--- config.mk ---
export PLATFORM = sky130hd
export DESIGN_NAME = brew_sequencer
export DESIGN_NICKNAME = d
export VERILOG_FILES = /design/src/rtl/brew_sequencer.sv
export SDC_FILE = /design/constraint.sdc
export NUM_CORES = 1
export LEC_CHECK = 0
export ABC_CLOCK_PERIOD_IN_PS = 2300
export CAP_MARGIN = 10
export CORE_MARGIN = 1.5
export CORE_UTILIZATION = 49
export DETAILED_ROUTE_END_ITERATION = 16
export PLACE_DENSITY = 0.74
export SLEW_MARGIN = 10
export SYNTH_ARGS = -nofsm -noshare
export SYNTH_HDL_FRONTEND = slang
export SYNTH_SLANG_ARGS = --single-unit
--- constraint.sdc ---
create_clock -name clk -period 2.3 [get_ports clk]
set_clock_uncertainty 0.15 [all_clocks]
set_input_delay 0.46 -clock clk [delete_from_list [all_inputs] [get_ports clk]]
set_output_delay 0.46 -clock clk [all_outputs]
set_load 0.01 [all_outputs]
--- src/rtl/brew_sequencer.sv ---
// Brew phase sequencer: steps heater, grinder, pump and milk valve through fixed-length
// phases for one drink order, with sensor-fault and user-cancel aborts.
module brew_sequencer #(
    parameter int CNT_W      = 8,
    parameter int HEAT_CYC   = 8,
    parameter int GRIND_CYC  = 4,
    parameter int BREW_SHORT = 6,
    parameter int BREW_LONG  = 12,
    parameter int MILK_CYC   = 5
) (
    input  logic       clk,
    input  logic       rst_n,
    input  logic       start,
    input  logic [1:0] drink,
    input  logic       cup_ok,
    input  logic       water_ok,
    input  logic       cancel,
    output logic       busy,
    output logic       done,
    output logic       error,
    output logic       heater_on,
    output logic       grinder_on,
    output logic       pump_on,
    output logic       milk_on,
    output logic [2:0] state
);

    typedef enum logic [2:0] {
        IDLE  = 3'd0,
        HEAT  = 3'd1,
        GRIND = 3'd2,
        BREW  = 3'd3,
        MILK  = 3'd4,
        DONE  = 3'd5,
        ERROR = 3'd6
    } state_t;

    localparam logic [CNT_W-1:0] CNT_ONE    = CNT_W'(1);
    localparam logic [CNT_W-1:0] CNT_ZERO   = CNT_W'(0);
    localparam logic [CNT_W-1:0] HEAT_LOAD  = CNT_W'(HEAT_CYC - 1);
    localparam logic [CNT_W-1:0] GRIND_LOAD = CNT_W'(GRIND_CYC - 1);
    localparam logic [CNT_W-1:0] SHORT_LOAD = CNT_W'(BREW_SHORT - 1);
    localparam logic [CNT_W-1:0] LONG_LOAD  = CNT_W'(BREW_LONG - 1);
    localparam logic [CNT_W-1:0] MILK_LOAD  = CNT_W'(MILK_CYC - 1);

    state_t           state_r;
    state_t           state_nxt_s;
    logic [CNT_W-1:0] cnt_r;
    logic [CNT_W-1:0] cnt_nxt_s;
    logic [1:0]       drink_r;
    logic [1:0]       drink_nxt_s;
    logic [6:0]       outs_r;
    logic             fault_s;

    // Output bit order: busy, done, error, heater, grinder, pump, milk
    function automatic logic [6:0] decode_outs(input state_t st);
        logic [6:0] o;
        case (st)
            HEAT:    o = 7'b100_1000;
            GRIND:   o = 7'b100_0100;
            BREW:    o = 7'b100_0010;
            MILK:    o = 7'b100_0001;
            DONE:    o = 7'b010_0000;
            ERROR:   o = 7'b001_0000;
            default: o = 7'b000_0000;
        endcase
        return o;
    endfunction

    assign fault_s = (cup_ok == 1'b0) || (water_ok == 1'b0);

    // Next-state, phase counter and drink latch
    always_comb begin
        state_nxt_s = state_r;
        cnt_nxt_s   = cnt_r;
        drink_nxt_s = drink_r;
        case (state_r)
            IDLE: begin
                if (start && (drink != 2'd0)) begin
                    drink_nxt_s = drink;
                    if (fault_s) begin
                        state_nxt_s = ERROR;
                        cnt_nxt_s   = CNT_ZERO;
                    end else begin
                        state_nxt_s = HEAT;
                        cnt_nxt_s   = HEAT_LOAD;
                    end
                end else begin
                    state_nxt_s = IDLE;
                end
            end
            HEAT, GRIND, BREW, MILK: begin
                // Fault beats cancel, and both beat phase completion
                if (fault_s) begin
                    state_nxt_s = ERROR;
                    cnt_nxt_s   = CNT_ZERO;
                end else if (cancel) begin
                    state_nxt_s = IDLE;
                    cnt_nxt_s   = CNT_ZERO;
                end else if (cnt_r == CNT_ZERO) begin
                    case (state_r)
                        HEAT: begin
                            state_nxt_s = GRIND;
                            cnt_nxt_s   = GRIND_LOAD;
                        end
                        GRIND: begin
                            state_nxt_s = BREW;
                            cnt_nxt_s   = (drink_r == 2'd2) ? LONG_LOAD : SHORT_LOAD;
                        end
                        BREW: begin
                            if (drink_r == 2'd3) begin
                                state_nxt_s = MILK;
                                cnt_nxt_s   = MILK_LOAD;
                            end else begin
                                state_nxt_s = DONE;
                                cnt_nxt_s   = CNT_ZERO;
                            end
                        end
                        default: begin
                            state_nxt_s = DONE;
                            cnt_nxt_s   = CNT_ZERO;
                        end
                    endcase
                end else begin
                    cnt_nxt_s = cnt_r - CNT_ONE;
                end
            end
            DONE: begin
                state_nxt_s = IDLE;
            end
            ERROR: begin
                if (cancel) begin
                    state_nxt_s = IDLE;
                end else begin
                    state_nxt_s = ERROR;
                end
            end
            default: begin
                state_nxt_s = IDLE;
                cnt_nxt_s   = CNT_ZERO;
            end
        endcase
    end

    // State registers; outputs are decoded from the next state so they line up with state_r
    always_ff @(posedge clk or negedge rst_n) begin
        if (!rst_n) begin
            state_r <= IDLE;
            cnt_r   <= CNT_ZERO;
            drink_r <= 2'd0;
            outs_r  <= 7'b000_0000;
        end else begin
            state_r <= state_nxt_s;
            cnt_r   <= cnt_nxt_s;
            drink_r <= drink_nxt_s;
            outs_r  <= decode_outs(state_nxt_s);
        end
    end

    assign {busy, done, error, heater_on, grinder_on, pump_on, milk_on} = outs_r;
    assign state = state_r;

endmodule

Yosys cells after proc, flatten, opt, wreduce, memory -nomap -nowiden. Index checks and enable logic that the tools add are counted.

Bitwise gates (word level): 3. Add/sub/neg operators: 1. Reductions and logical operators: 9. Equal/unequal tests: 15. Mux-type cells: 19.

Operators with widths (count): 7-bit case mux with 6 select lines (1); 8-bit two-way mux (4); 3-bit two-way mux (8); 8-bit case mux with 3 select lines (1); 3-bit == test, second input constant (6); 3-bit case mux with 3 select lines (2); 3-bit by 2-bit == test with 1-bit output, second input constant (4); 4-bit case mux with 3 select lines (1); 8-bit zero test (1); 8-bit by 1-bit subtractor with 8-bit output, second input constant (1); 3-bit by 1-bit == test with 1-bit output, second input constant (2); 2-bit == test, second input constant (2); 4-bit two-way mux (1); 2-bit AND reduction (2); 4-bit OR reduction (1); 3-bit zero test (1); 1-bit NOT (3); 2-bit inequality test, second input constant (1); 2-bit nonzero test (1); 2-bit OR reduction (1); 1-bit logical AND (1); 1-bit logical OR (1); 1-bit two-way mux (1).

Output and inout port bits: 10. Bits of input ports: 8. Word-level logic and storage cells: 51. Flip-flop bits (word level): 20.

Logic depth before layout (Yosys ltp).
Depth in word-level cells: 9. Gate-level depth with buffers: 8. Gate-level depth less buffers: 8.

Worst setup path after synthesis. No wires, ideal clock.

Path type: reg-to-reg. Start point: reg cnt_r[1]. End point: reg cnt_r[1]. Path slack: 113 ps. Path buffers: 0. Cell stages (with the launch flop): 9. Arrival time: 1915 ps. Clock period less this slack: 2187 ps. Cells stage by stage: dfrtp_1 > inv_1 > ha_1 > or3b_2 > nor2_8 > o41ai_1 > o21ai_0 > o211ai_1 > a32o_1.

Word-level cells in the longest chain between the ends: 5.

RTL lines: start, declared (line 48) `logic [CNT_W-1:0] cnt_r;`; start signal, assigned (line 154) `cnt_r <= cnt_nxt_s;`; 8-bit by 1-bit subtractor with 8-bit output or 8-bit zero test (tied branches) (line 125, 100); 8-bit two-way mux (*) (line 100) `end else if (cnt_r == CNT_ZERO) begin`; 8-bit two-way mux (*) (line 97) `end else if (cancel) begin`; 8-bit two-way mux (*) (line 94) `if (fault_s) begin`; 8-bit case mux with 3 select lines (*) (line 77) `case (state_r)`.

Every way passes the cells marked *; elsewhere a longest branch is shown, timed or not. A chain may end at the register's enable or synchronous reset.

Worst setup path in the final report.
Start point: reg cnt_r[5]. End point: reg cnt_r[2].

Word-level cells in the longest chain between the ends: 5.

RTL lines (line): 8-bit zero test (100); 8-bit two-way mux (100); 8-bit two-way mux (97); 8-bit two-way mux (94); 8-bit case mux with 3 select lines (77).

Every way passes these cells.

==> parameters.txt <==
Parameter                              Value

Outcome
  Status ... completed

Worst setup path
  Arrival time of data at the critical path endpoint ... between 2 and 2.5 ns
  Master of the slowest instance on the critical path ... sky130_fd_sc_hd__or4_4
  Data required, critical path ... between 2 and 2.5 ns
  Top cell family by delay on the critical path ... compound AO/OA/AOI/OAI gates
  Cells along the critical path ... or4_4 -> o311a_1 -> o21ai_1 -> o211ai_1 -> o2bb2ai_1
  Critical path class ... register to register
  Sort of element at the end of the critical path ... register
  Total buffers and inverters traversed by the critical path ... 0
  CP max stage delay ... about 0.61 ns
  Highest net fanout along the worst path ... 6
  Type of element launching the critical path ... register

Detailed routing
  Detailed-routing iteration count for the pre-antenna-repair pass ... 4
  Number of vias after detailed routing ... roughly 1300
  Detailed Route Iter0 Violations ... between 40 and 50
  Final wirelength ... 3.34 mm
  Average via count per standard cell ... about 6
  Post-route antenna net violation count ... 0
  Total DRC errors in the routed layout ... 0
  Wirelength per Cell ... 16.0 um

Floorplanning
  CORE AREA ... roughly 0.0025 mm2
  Area of the die ... ~0.003 mm2
  Die W ... ~55 um
  Number of rows in the core area ... 18
  Die height ... between 50 and 60 um
  Number of top-level pins ... 18
  Starting utilization of the core area ... 0.527

Clocking
  Clock tree from TritonCTS ... built
  H-tree Lvls ... 1
  Worst-case clock buffer depth ... 2
  Clock sink count ... 20
  Clock-pin slew of the registers on the worst-case setup and hold paths ... 0.13 ns
  Number of clock buffers inserted by TritonCTS ... 3
  Clock latency on the worst-skew pair ... ~0.3 ns
  Buffer type at the clock tree root ... sky130_fd_sc_hd__clkbuf_4

Job
  # Max-Cap Violations ... 0

Global routing
  Met2 capacity usage during global routing ... 0.403
  Largest net degree at the start of global routing ... 21
  Initial antenna violation count ... 0
  Layer with the highest usage after global routing ... met2
  Routing usage on met3 ... 0.0355
  Total GRT Usage ... 0.261
  Fraction of met1 tracks used by global routing ... 0.369
  First-pass GRT wire length ... about 5.6 mm
  Overall overflow remaining after global route ... 0
  Vias in the first global route ... between 1000 and 1500

Logic synthesis
  Number of distinct standard cells referenced by the synthesized netlist ... 53
  Most used flip-flop cell after synthesis ... sky130_fd_sc_hd__dfrtp_1
  Synth top area share ... 0.380
  Yosys synthesis warning count ... 0
  Cells taking the most area after synthesis ... sky130_fd_sc_hd__dfrtp_1 38%, sky130_fd_sc_hd__a21oi_1 5.3%, sky130_fd_sc_hd__nand2_1 4.3%
  Cell area after synthesis ... approximately 0.0013 mm2
  Total of flip-flops plus latches after synthesis ... 20
  Post-synthesis average cell area ... ~9 um2
  Mapped Cells ... 147
  Async SR Flop Fraction ... 1.00
  Synthesized Nets ... ~160
  Number of enable-type register cells in the synthesized netlist ... 0
  Library cell occupying the most area in the post-synthesis netlist ... sky130_fd_sc_hd__dfrtp_1
  Seq/Total Area, Yosys ... 0.380

Timing
  Highest Clock Rate ... approximately 460 MHz
  Final Slew Violations ... 0
  Minimum period implied by the final worst setup slack ... 2.18 ns
  Post-Route Setup TNS ... 0 ns
  Final count of hold timing violations ... 0
  Total setup violations reported at the end of the flow ... 0
  Ratio of final minimum period to clock period ... 0.950
  Slew of the pin with the lowest slew margin ... 0.440 ns
  Tightest slew margin relative to the limit ... 0.702
  Worst slack on hold paths ... ~0.34 ns
  RSZ-0062 raised after global routing ... false

Placement
  Count of buffers from port buffering ... 17
  Detailed placement HPWL ... ~2.4 mm
  RD Place Congestion ... a little under 0.9

Power
  Max VDD drop ... between 0.0009 and 0.001 V
  Lkg Pwr ... between 0.6 and 0.7 nW
  Pwr per Cell Area ... 1580 mW/mm2

Layout
  # nets final ... roughly 190
  Post-Route Utilization ... 0.672
  Share of final-layout standard cells stronger than drive strength 1 ... 0.212
  Layout-stage area growth over the synthesis result ... 27.5%
  Filler cell count ... roughly 210
  Total inserted antenna cells ... 0
  Commonest non-fill, non-tap cells in the layout ... 18 x sky130_fd_sc_hd__dfrtp_1, 18 x sky130_fd_sc_hd__buf_4, 17 x sky130_fd_sc_hd__clkdlybuf4s50_1

Min path
  Worst min path class ... primary input to asynchronous set/reset pin
[what timing repair did]
action / in CTS / in global routing
hold buffers: 0 / 0
resized for setup: 1 / 3
setup buffers: 0 / 0
setup endpoints to repair: 1 / 2
gates cloned: 0 / 0
[metrics by stage]
stage	std cells	instance area [um2]	power [W]	worst slack, ns
after floorplan	147	1320	0.00172	0.113
after global placement	205	1620	0.00226	0.0332
after detailed placement	205	1620	0.00230	-0.0734
after CTS	209	1680	0.00264	0.0611
after global routing	209	1680	0.00286	0.00853
final	209	1680	0.00266	0.115
[registers in the layout (all words and copies together) (netlist names)]
signal   cells
drink_r      2
cnt_r        8
outs_r       7
state        3
[logic make-up (layout without fill, tap and decap cells)]
family          after synthesis  after routing  share of synthesized area
mux                           3              3                     0.0247
flops                        20             20                      0.380
buf+inv                      12             44                     0.0427
xor+xnor                      2              2                     0.0133
fa+ha+maj                     1              1                    0.00950
simple gates                 60             60                      0.263
compound gates               49             49                      0.267
[cell type report]
cell class                      count  area [um2]  share of cell area
Sequential cell                    20         503               0.299
Timing Repair Buffer               35         305               0.182
Tap cell                           30        37.5              0.0223
Inverter                            5        18.8              0.0112
Clock inverter                      1        30.0              0.0179
Clock buffer                        3        22.5              0.0134
Multi-Input combinational cell    115         763               0.454
[Yosys cell counts (2+ instances only)]
master                      number
sky130_fd_sc_hd__a21oi_1        14
sky130_fd_sc_hd__a31oi_1         2
sky130_fd_sc_hd__buf_1           2
sky130_fd_sc_hd__clkbuf_1        3
sky130_fd_sc_hd__dfrtp_1        20
sky130_fd_sc_hd__inv_1           5
sky130_fd_sc_hd__mux2_2          2
sky130_fd_sc_hd__nand2_1        15
sky130_fd_sc_hd__nand2b_1        3
sky130_fd_sc_hd__nand3_1         2
sky130_fd_sc_hd__nand4_1         2
sky130_fd_sc_hd__nor2_1         13
sky130_fd_sc_hd__nor3_1          4
sky130_fd_sc_hd__nor3b_1         3
sky130_fd_sc_hd__nor4_1          3
sky130_fd_sc_hd__nor4b_1         2
sky130_fd_sc_hd__o211ai_1        4
sky130_fd_sc_hd__o21ai_0         9
sky130_fd_sc_hd__o2bb2ai_1       2
sky130_fd_sc_hd__o32a_1          2
sky130_fd_sc_hd__o41ai_1         2
sky130_fd_sc_hd__xnor2_1         2
[metal layers]
layer | routed length [um] | up-vias | share of wire
met3 | 162 | 8 | 0.049
met1 | 1520 | 579 | 0.46
met2 | 1580 | 48 | 0.47
met4 | 78 | 0 | 0.023
li1 | - | 621 | -
met5 | 0 | - | 0
[report_power, final]
group          internal, W  leakage (nW)  switching, W
sequential        0.000474         0.260      0.000143
clock             0.000176        0.0279      0.000116
combinational     0.000819         0.408      0.000933
total              0.00147         0.696       0.00119
[worst paths after layout]
path | slack, ns | to | start | depth (start not counted)
min | 0.34 | drink_r[1]$_DFFE_PN0P_ | rst_n | 2
min reg2reg | 0.41 | cnt_r[7]$_DFFE_PN0P_ | cnt_r[7]$_DFFE_PN0P_ | 1
max reg2reg | 0.12 | cnt_r[2]$_DFFE_PN0P_ | cnt_r[5]$_DFFE_PN0P_ | 5
min in group clk | 0.41 | cnt_r[7]$_DFFE_PN0P_ | cnt_r[7]$_DFFE_PN0P_ | 1
max | 0.12 | cnt_r[2]$_DFFE_PN0P_ | cnt_r[5]$_DFFE_PN0P_ | 5
max in group asynchronous | 1.43 | state[2]$_DFF_PN0_ | rst_n | 2
No activity file was read; power rests on OpenSTA's default activity.
